--- src/rtl/rs232_pkg.sv ---
// Shared constants, request codes and state encodings for the USB-to-RS-232 transmit path.
package rs232_pkg;

    localparam logic [15:0] DIV_DEFAULT = 16'd1085;
    localparam logic [15:0] DIV_MIN     = 16'd4;
    localparam int          BUF_RD_LAT  = 2;
    localparam logic [9:0]  MAX_LEN     = 10'd512;

    localparam logic [7:0] REQ_SET_DIV = 8'h02;
    localparam logic [7:0] REQ_SET_FC  = 8'h03;

    typedef enum logic [3:0] {
        ST_RST,
        ST_IDLE,
        ST_FETCH,
        ST_LOAD,
        ST_CTS,
        ST_START,
        ST_DATA,
        ST_STOP,
        ST_ARM
    } state_t;

    typedef enum logic [1:0] {
        PH_IDLE,
        PH_START,
        PH_DATA,
        PH_STOP
    } phase_t;

    function automatic logic [15:0] clamp_div(input logic [15:0] val);
        return (val < DIV_MIN) ? DIV_MIN : val;
    endfunction

endpackage

--- src/rtl/uart_tx_ser.sv ---
// 8N1 serialiser: byte and divider are captured on load, the frame runs from start.
module uart_tx_ser
    import rs232_pkg::*;
(
    input  logic        clk,
    input  logic        rst_n,
    input  logic        load,
    input  logic [7:0]  tx_byte,
    input  logic [15:0] bit_div,
    input  logic        start,
    output logic        bit_end,
    output logic        last_bit,
    output logic        done,
    output logic        txd
);

    phase_t      phase_reg;
    logic [15:0] timer_reg;
    logic [15:0] frame_div_reg;
    logic [7:0]  shreg_reg;
    logic [2:0]  bit_cnt_reg;

    assign bit_end  = (phase_reg != PH_IDLE) && (timer_reg == 16'd0);
    assign last_bit = (bit_cnt_reg == 3'd7);
    assign done     = bit_end && (phase_reg == PH_STOP);

    always_ff @(posedge clk) begin
        if (!rst_n) begin
            phase_reg     <= PH_IDLE;
            timer_reg     <= 16'd0;
            frame_div_reg <= DIV_DEFAULT;
            shreg_reg     <= 8'd0;
            bit_cnt_reg   <= 3'd0;
            txd           <= 1'b1;
        end else begin
            // load and start never coincide: the parent visits a CTS state in between
            if (load) begin
                shreg_reg     <= tx_byte;
                frame_div_reg <= bit_div;
            end
            case (phase_reg)
                PH_IDLE: begin
                    txd <= 1'b1;
                    if (start) begin
                        phase_reg <= PH_START;
                        txd       <= 1'b0;
                        timer_reg <= frame_div_reg - 16'd1;
                    end
                end
                PH_START: begin
                    if (timer_reg == 16'd0) begin
                        phase_reg   <= PH_DATA;
                        txd         <= shreg_reg[0];
                        shreg_reg   <= {1'b0, shreg_reg[7:1]};
                        bit_cnt_reg <= 3'd0;
                        timer_reg   <= frame_div_reg - 16'd1;
                    end else begin
                        timer_reg <= timer_reg - 16'd1;
                    end
                end
                PH_DATA: begin
                    if (timer_reg == 16'd0) begin
                        timer_reg <= frame_div_reg - 16'd1;
                        if (bit_cnt_reg == 3'd7) begin
                            phase_reg <= PH_STOP;
                            txd       <= 1'b1;
                        end else begin
                            bit_cnt_reg <= bit_cnt_reg + 3'd1;
                            txd         <= shreg_reg[0];
                            shreg_reg   <= {1'b0, shreg_reg[7:1]};
                        end
                    end else begin
                        timer_reg <= timer_reg - 16'd1;
                    end
                end
                PH_STOP: begin
                    if (timer_reg == 16'd0) begin
                        phase_reg <= PH_IDLE;
                    end else begin
                        timer_reg <= timer_reg - 16'd1;
                    end
                end
                default: phase_reg <= PH_IDLE;
            endcase
        end
    end

endmodule

--- src/rtl/rs232_usb_tx.sv ---
// Drains a USB OUT endpoint buffer onto TXD as 8N1 frames, with optional CTS gating
// and vendor-request control of divider and flow control.
module rs232_usb_tx
    import rs232_pkg::*;
(
    input  logic        clk,
    input  logic        reset_n,
    output logic [8:0]  buf_out_addr,
    input  logic [7:0]  buf_out_q,
    input  logic [9:0]  buf_out_len,
    input  logic        buf_out_hasdata,
    output logic        buf_out_arm,
    input  logic        buf_out_arm_ack,
    input  logic        vend_req_act,
    input  logic [7:0]  vend_req_request,
    input  logic [15:0] vend_req_val,
    output logic        rs232_txd,
    input  logic        rs232_cts,
    output logic        tx_busy
);

    logic       rst_meta_reg;
    logic       rst_n_reg;
    logic [3:0] async_in;
    logic [3:0] sync_meta_reg;
    logic [3:0] sync_reg;

    always_ff @(posedge clk) begin
        rst_meta_reg <= reset_n;
        rst_n_reg    <= rst_meta_reg;
    end

    assign async_in = {vend_req_act, rs232_cts, buf_out_arm_ack, buf_out_hasdata};

    generate
        for (genvar gi = 0; gi < 4; gi++) begin : g_sync
            always_ff @(posedge clk) begin
                sync_meta_reg[gi] <= async_in[gi];
                sync_reg[gi]      <= sync_meta_reg[gi];
            end
        end
    endgenerate

    logic hasdata_s;
    logic arm_ack_s;
    logic cts_s;
    logic vend_s;

    assign hasdata_s = sync_reg[0];
    assign arm_ack_s = sync_reg[1];
    assign cts_s     = sync_reg[2];
    assign vend_s    = sync_reg[3];

    state_t      state_reg;
    logic [9:0]  len_reg;
    logic [9:0]  byte_idx_reg;
    logic [1:0]  wait_cnt_reg;
    logic [15:0] div_reg;
    logic        fc_en_reg;
    logic        need_low_reg;
    logic        vend_prev_reg;

    logic        vend_edge;
    logic [9:0]  len_clamped;
    logic [9:0]  idx_next;
    logic        ser_load;
    logic        ser_start;
    logic        ser_bit_end;
    logic        ser_last_bit;
    logic        ser_done;

    assign vend_edge   = vend_s && !vend_prev_reg;
    assign len_clamped = (buf_out_len > MAX_LEN) ? MAX_LEN : buf_out_len;
    assign idx_next    = byte_idx_reg + 10'd1;
    assign ser_load    = (state_reg == ST_LOAD);
    assign ser_start   = (state_reg == ST_CTS) && (!fc_en_reg || cts_s);

    always_ff @(posedge clk) begin
        if (!rst_n_reg) begin
            state_reg     <= ST_RST;
            len_reg       <= 10'd0;
            byte_idx_reg  <= 10'd0;
            wait_cnt_reg  <= 2'd0;
            div_reg       <= DIV_DEFAULT;
            fc_en_reg     <= 1'b0;
            need_low_reg  <= 1'b0;
            vend_prev_reg <= 1'b0;
            buf_out_addr  <= 9'd0;
            buf_out_arm   <= 1'b0;
            tx_busy       <= 1'b0;
        end else begin
            vend_prev_reg <= vend_s;
            if (vend_edge) begin
                if (vend_req_request == REQ_SET_DIV) begin
                    div_reg <= clamp_div(vend_req_val);
                end else if (vend_req_request == REQ_SET_FC) begin
                    fc_en_reg <= vend_req_val[0];
                end
            end

            // a packet is accepted only once hasdata has dropped since its predecessor was armed
            if (!hasdata_s) begin
                need_low_reg <= 1'b0;
            end

            case (state_reg)
                ST_RST: state_reg <= ST_IDLE;
                ST_IDLE: begin
                    if (hasdata_s && !need_low_reg) begin
                        len_reg      <= len_clamped;
                        byte_idx_reg <= 10'd0;
                        buf_out_addr <= 9'd0;
                        wait_cnt_reg <= 2'd0;
                        tx_busy      <= 1'b1;
                        if (len_clamped == 10'd0) begin
                            state_reg   <= ST_ARM;
                            buf_out_arm <= 1'b1;
                        end else begin
                            state_reg <= ST_FETCH;
                        end
                    end
                end
                ST_FETCH: begin
                    buf_out_addr <= byte_idx_reg[8:0];
                    if (wait_cnt_reg == 2'(BUF_RD_LAT)) begin
                        state_reg <= ST_LOAD;
                    end else begin
                        wait_cnt_reg <= wait_cnt_reg + 2'd1;
                    end
                end
                ST_LOAD: state_reg <= ST_CTS;
                ST_CTS: begin
                    if (ser_start) begin
                        state_reg <= ST_START;
                    end
                end
                ST_START: begin
                    if (ser_bit_end) begin
                        state_reg <= ST_DATA;
                    end
                end
                ST_DATA: begin
                    if (ser_bit_end && ser_last_bit) begin
                        state_reg <= ST_STOP;
                    end
                end
                ST_STOP: begin
                    if (ser_done) begin
                        byte_idx_reg <= idx_next;
                        wait_cnt_reg <= 2'd0;
                        if (idx_next == len_reg) begin
                            state_reg   <= ST_ARM;
                            buf_out_arm <= 1'b1;
                        end else begin
                            state_reg    <= ST_FETCH;
                            buf_out_addr <= idx_next[8:0];
                        end
                    end
                end
                ST_ARM: begin
                    if (arm_ack_s) begin
                        buf_out_arm  <= 1'b0;
                        tx_busy      <= 1'b0;
                        need_low_reg <= 1'b1;
                        state_reg    <= ST_IDLE;
                    end
                end
                default: state_reg <= ST_RST;
            endcase
        end
    end

    uart_tx_ser u_ser (
        .clk      (clk),
        .rst_n    (rst_n_reg),
        .load     (ser_load),
        .tx_byte  (buf_out_q),
        .bit_div  (div_reg),
        .start    (ser_start),
        .bit_end  (ser_bit_end),
        .last_bit (ser_last_bit),
        .done     (ser_done),
        .txd      (rs232_txd)
    );

endmodule
--- config.mk ---
export PLATFORM = sky130hd
export DESIGN_NAME = rs232_usb_tx
export DESIGN_NICKNAME = d
export VERILOG_FILES = /design/src/rtl/rs232_pkg.sv /design/src/rtl/uart_tx_ser.sv /design/src/rtl/rs232_usb_tx.sv
export SDC_FILE = /design/constraint.sdc
export NUM_CORES = 1
export LEC_CHECK = 0
export CAP_MARGIN = 15
export CORE_ASPECT_RATIO = 1.25
export CORE_MARGIN = 4
export CORE_UTILIZATION = 45
export CTS_CLUSTER_DIAMETER = 100
export DETAILED_ROUTE_END_ITERATION = 7
export MAX_ROUTING_LAYER = met4
export PLACE_DENSITY_LB_ADDON = 0.08
export SYNTH_ARGS = -nofsm -noshare
export SYNTH_HDL_FRONTEND = slang
export SYNTH_SLANG_ARGS = --single-unit
--- constraint.sdc ---
create_clock -name clk -period 3.8 [get_ports clk]
set_input_delay 0.95 -clock clk [delete_from_list [all_inputs] [get_ports clk]]
set_output_delay 0.95 -clock clk [all_outputs]
set_load 0.02 [all_outputs]
**After elaboration in Yosys (flattened, before gate mapping)**

Index checks and enable logic that the tools add are counted.

- Bits of input ports: 48
- Bits in registers: 112
- Logic and storage cells: 162
- Output and inout port bits: 12

- Add/subtract/negate cells: 5
- Reductions and logical operators: 35
- Bitwise operators: 1
- Equal/unequal tests: 34
- $lt $le $gt $ge: 2
- Mux-type cells: 58

Operators with widths:

| kind | number |
|---|---|
| two-way mux 16 bit | 4 |
| one-hot mux 16 bit (3 select lines) | 1 |
| two-way mux 4 bit | 9 |
| one-hot mux 4 bit (9 select lines) | 1 |
| two-way mux 8 bit | 4 |
| != test 2 bit (second input constant) | 16 |
| subtractor 16 x 1 -> 16 bit (second input constant) | 2 |
| two-way mux 10 bit | 3 |
| two-way mux 9 bit | 3 |
| one-hot mux 9 bit (3 select lines) | 1 |
| one-hot mux 10 bit (2 select lines) | 1 |
| == test 4 x 3 -> 1 bit (second input constant) | 4 |
| == test 8 x 2 -> 1 bit (second input constant) | 2 |
| zero test 16 bit | 1 |
| less-than comparator 16 x 3 -> 1 bit (second input constant) | 1 |
| two-way mux 2 bit | 8 |
| one-hot mux 8 bit (2 select lines) | 1 |
| two-way mux 1 bit | 13 |
| AND reduction 3 bit | 4 |
| AND reduction 4 bit | 3 |
| adder 10 x 1 -> 10 bit (second input constant) | 1 |
| == test 10 bit | 1 |
| greater-than comparator 10 bit (second input constant) | 1 |
| zero test 10 bit | 1 |
| other kinds (28) | 49 |

**Longest topological paths before layout**

- Depth in word-level cells: 6
- Depth in mapped cells: 10
- Mapped depth without buffers: 8

**Modules after synthesis**

From an unflattened synthesis, not the netlist that was laid out.

- Cells, all modules: 699
- Area total of the unflattened synthesis: 5824.3 um2

Modules (own cells, without submodules):

| module | area each (um2) | seq. area each (um2) | instances | cells each |
|---|---|---|---|---|
| rs232_usb_tx | 3193.1 | 1321.3 | 1 | 382 |
| uart_tx_ser | 2631.3 | 920.9 | 1 | 317 |

**Least setup slack after synthesis**

OpenSTA, ideal clock, no wires.

- Path type: input -> register
- Start: input vend_req_request[3]
- End: register div_reg[10]
- Cell stages on the path: 7
- Required time: 3.671 ns
- Setup time: 0.129 ns
- Buffers on the path: 2
- Slack: 1.135 ns
- Arrival time: 2.536 ns
- Cell sequence: or4_1 > nor4_1 > nor2b_1 > buf_4 > buf_2 > mux2i_1 > nand2_1

- Word-level cells in the longest chain between the ends: 2

Ends and longest elaborated chain:

| what | RTL line | RTL |
|---|---|---|
| start: declaration | rs232_usb_tx.sv:15 | `input logic [7:0] vend_req_request,` |
| == test 8 x 2 -> 1 bit | rs232_usb_tx.sv:94 | `if (vend_req_request == REQ_SET_DIV) begin` |
| AND reduction 2 bit (no source line) | n/a |  |
| end signal: assignment | rs232_usb_tx.sv:95 | `div_reg <= clamp_div(vend_req_val);` |
| end: declaration | rs232_usb_tx.sv:58 | `logic [15:0] div_reg;` |

No other way between the ends.
A chain may end at the register's enable or synchronous reset.

**Worst setup path after layout**

- Start: register byte_idx_reg[0]
- End: register buf_out_addr[7]

- Word-level cells in the longest chain between the ends: 4
- Elaborated cells between the ends (all ways): 7
- Those cells by class: 1 x add/sub; 2 x eq/ne; 3 x mux; 1 x reduce/logical

Ends and longest elaborated chain:

| what | RTL line | RTL |
|---|---|---|
| start: declaration | rs232_usb_tx.sv:56 | `logic [9:0] byte_idx_reg;` |
| start signal: assignment | rs232_usb_tx.sv:149 | `byte_idx_reg <= idx_next;` |
| adder 10 x 1 -> 10 bit (*) | rs232_usb_tx.sv:74 | `assign idx_next = byte_idx_reg + 10'd1;` |
| == test 10 bit / two-way mux 9 bit (equally long branches) | rs232_usb_tx.sv:151 | `if (idx_next == len_reg) begin` |
| != test 2 bit (no source line) / two-way mux 9 bit (equally long branches) | n/a |  |
| AND reduction 4 bit (no source line) / one-hot mux 9 bit (3 select lines) (equally long branches) | n/a |  |
| end signal: assignment | rs232_usb_tx.sv:124 | `buf_out_addr <= byte_idx_reg[8:0];` |
| end signal: assignment | rs232_usb_tx.sv:156 | `buf_out_addr <= idx_next[8:0];` |
| end: declaration | rs232_usb_tx.sv:8 | `output logic [8:0] buf_out_addr,` |

Every way passes the cells marked *; elsewhere a longest branch is shown, timed or not. The select of a mux whose other input is x is not followed.

==> results.yml <==
route:
  drc: 0
  vias: 5346
  vias_per_cell: 5.84
  routedWlPerCell_um: 16.3
  wl_um: 14900
  drt_iter0_drc: 302
  drtPass1Iterations: 5
  ant_nets: 0
sta:
  finalCritPeriodShare_pct: 78.0
  finalSetupViolCount: 0
  fin_crit_ns: 2.96
  timing.fmax_mhz: 338
  slew_viol_final: 0
  slew_headroom_pct: 35.0
  fin_skew_ns: 0.00948
  tightest_slew_ns: 0.969
  hold_viol: 0
  setup_tns_ns: 0
  rsz0062_at_grt: "no"
  whs_ns: 0.330
min_path:
  hold_class: "flip-flop to flip-flop"
global_routing:
  grt_pass1_wl_um: 24100
  antenna_found_initial: 0
  overflow: 0
  grt.total_usage_pct: 20.8
  grt_max_degree: 51
  grt_pass1_vias: 5111
yosys:
  post-synth-top-count-cell: "dfxtp_1"
  yosys-top-cells-count: "112 x dfxtp_1, 83 x nand2_1, 59 x a21oi_1"
  yosysUniqueCellTypes: 73
  synth-main-ff-cell: "dfxtp_1"
  synthesis.area_mm2: 0.00584
  synth_fp_nets: 769
  synthCells: 711
  synth_edf_count: 0
  async_reset_ff_share_pct: 0
  synth_area_leader_cell: "dfxtp_1"
  ys_seq_elements: 112
  synth_seq_area_share_pct: 38.4
  synth_area_leaders: "dfxtp_1 38%, nand2_1 5.3%, a21oi_1 5.1%"
  avgSynthCellArea_um2: 8.21
  synth_warnings: 0
  synth_top_area_share_pct: 38.4
cts:
  cts_made_buffers: 9
  post-cts-setup-buffers: 0
  cts-hold-fix-buffers: 0
  ctsResizeCount: 0
  clock-sinks: 112
  cts_max_path_buffers: 2
  ctsRootBufferMaster: "clkbuf_16"
  cts_max_level: 3
  cts_tree: "done"
  clk_pin_slew_worst_paths_ns: 0.07
  insertion_delay_ns: 0.35
final_layout:
  nets: 801
  drive_above_1_share_pct: 5.61
  instances_no_fill: 916
  area_delta_synth_final_pct: 17.1
  diodes: 0
flow_run:
  drv_cap: 0
placement:
  portBuffers: 59
  gp_congestion: 0.945
  dp.final_hpwl_um: 10700
  place_inst: 899
critical_path:
  path_class: "flip-flop to flip-flop"
  worstSetupEndpointType: "flip-flop"
  crit_fanout: 11
  cp.arrival_ns: 3.20
  setup.worst_path.start_class: "flip-flop"
  cp_data_required_time_ns: 4.04
pwr:
  p_leak_uw: 0.00237
  peakVddDrop_mv: 0.311
  power.density_mw_per_mm2: 548
outcome:
  status: "finished, final reports clean"
floorplan:
  core_area_mm2: 0.0127
  start_util_pct: 45.9
  rows: 46
  boundaryPins: 60
  die_x_um: 110
  fp.dieH_um: 135
  dieArea_mm2: 0.0149
[power by group]
part           internal [uW]  total [uW]  switching [uW]
clock                    535         967             432
combinational            515        1360             848
sequential              1280        1420             141
[area by class of cell]
type / instances / area [um2]
fillers: 1194 / 5890
multi-input cells: 536 / 3350
flip-flops and latches: 112 / 2240
repair buffers: 68 / 662
clock buffers: 11 / 243
well taps: 168 / 210
clock inverters: 5 / 63.8
inverters: 16 / 60.1
[per-layer routing]
| metal | global-route usage (%) | share of wire (%) |
|---|---|---|
| met1 | 22.7 | 41 |
| met2 | 37.2 | 52 |
| met3 | 3.24 | 4.4 |
| met4 | 8.45 | 3.0 |
| met5 | - | 0 |
[path summary, 6_finish.rpt]
path,start,to,slack (ns),cells past startpoint
worst min register to register,sync_meta_reg[1],arm_ack_s,0.33,0
worst min-delay path,sync_meta_reg[1],arm_ack_s,0.33,0
worst max-delay path,byte_idx_reg[0],buf_out_addr[7],0.84,7
worst max register to register,byte_idx_reg[0],buf_out_addr[7],0.84,7
[cells in the final DEF, fill, tap and decap left out, types with 8 or more instances in the layout]
master / netlist / routed
xor2_1: 14 / 14
or3_1: 12 / 12
nor3b_1: 10 / 10
nand3_1: 21 / 21
ha_1: 10 / 10
nor2b_1: 13 / 12
clkbuf_16: 0 / 9
a211oi_1: 8 / 8
o22ai_1: 8 / 8
nor3_1: 23 / 23
o21ai_0: 41 / 41
nor4_1: 10 / 10
buf_4: 2 / 8
nor2_1: 55 / 55
nand2_1: 83 / 83
a21oi_1: 59 / 59
mux2i_1: 24 / 24
xnor2_1: 14 / 14
dfxtp_1: 112 / 112
o21ai_1: 11 / 11
inv_1: 15 / 15
clkdlybuf4s50_1: 0 / 59
[cells by family after synthesis]
family                   Yosys count  synth area share [%]
adder cells (fa/ha/maj)           10                  2.14
buffers and inverters             63                  4.55
AO/OA/AOI/OAI                    191                  20.8
AND/OR/NAND/NOR                  282                  25.4
flip-flops                       112                  38.4
multiplexers                      24                  4.12
XOR/XNOR                          29                  4.59
[critical path, cell delays in order (launching register included)]
cell and delay, ns:
dfxtp_1 0.44, ha_1 0.36, nand3_1 0.18, or3_1 0.39
a211oi_1 0.33, nand4b_1 0.52, nor4b_1 0.34, o31a_1 0.29
[per-stage QoR]
step | worst slack, ns | total power (uW) | utilization [%] | area, um2
4_1_cts | 0.913 | 3760 | 53.6 | 6820
3_5_place_dp | 0.693 | 2790 | 51.2 | 6520
6_report | 0.837 | 3750 | 53.7 | 6830
5_1_grt | 0.635 | 3980 | 53.7 | 6830
2_1_floorplan | 1.13 | 2410 | - | 5840
3_3_place_gp | 0.790 | 2770 | 51.2 | 6520
Note: power is estimated with default switching activity, not from simulation.
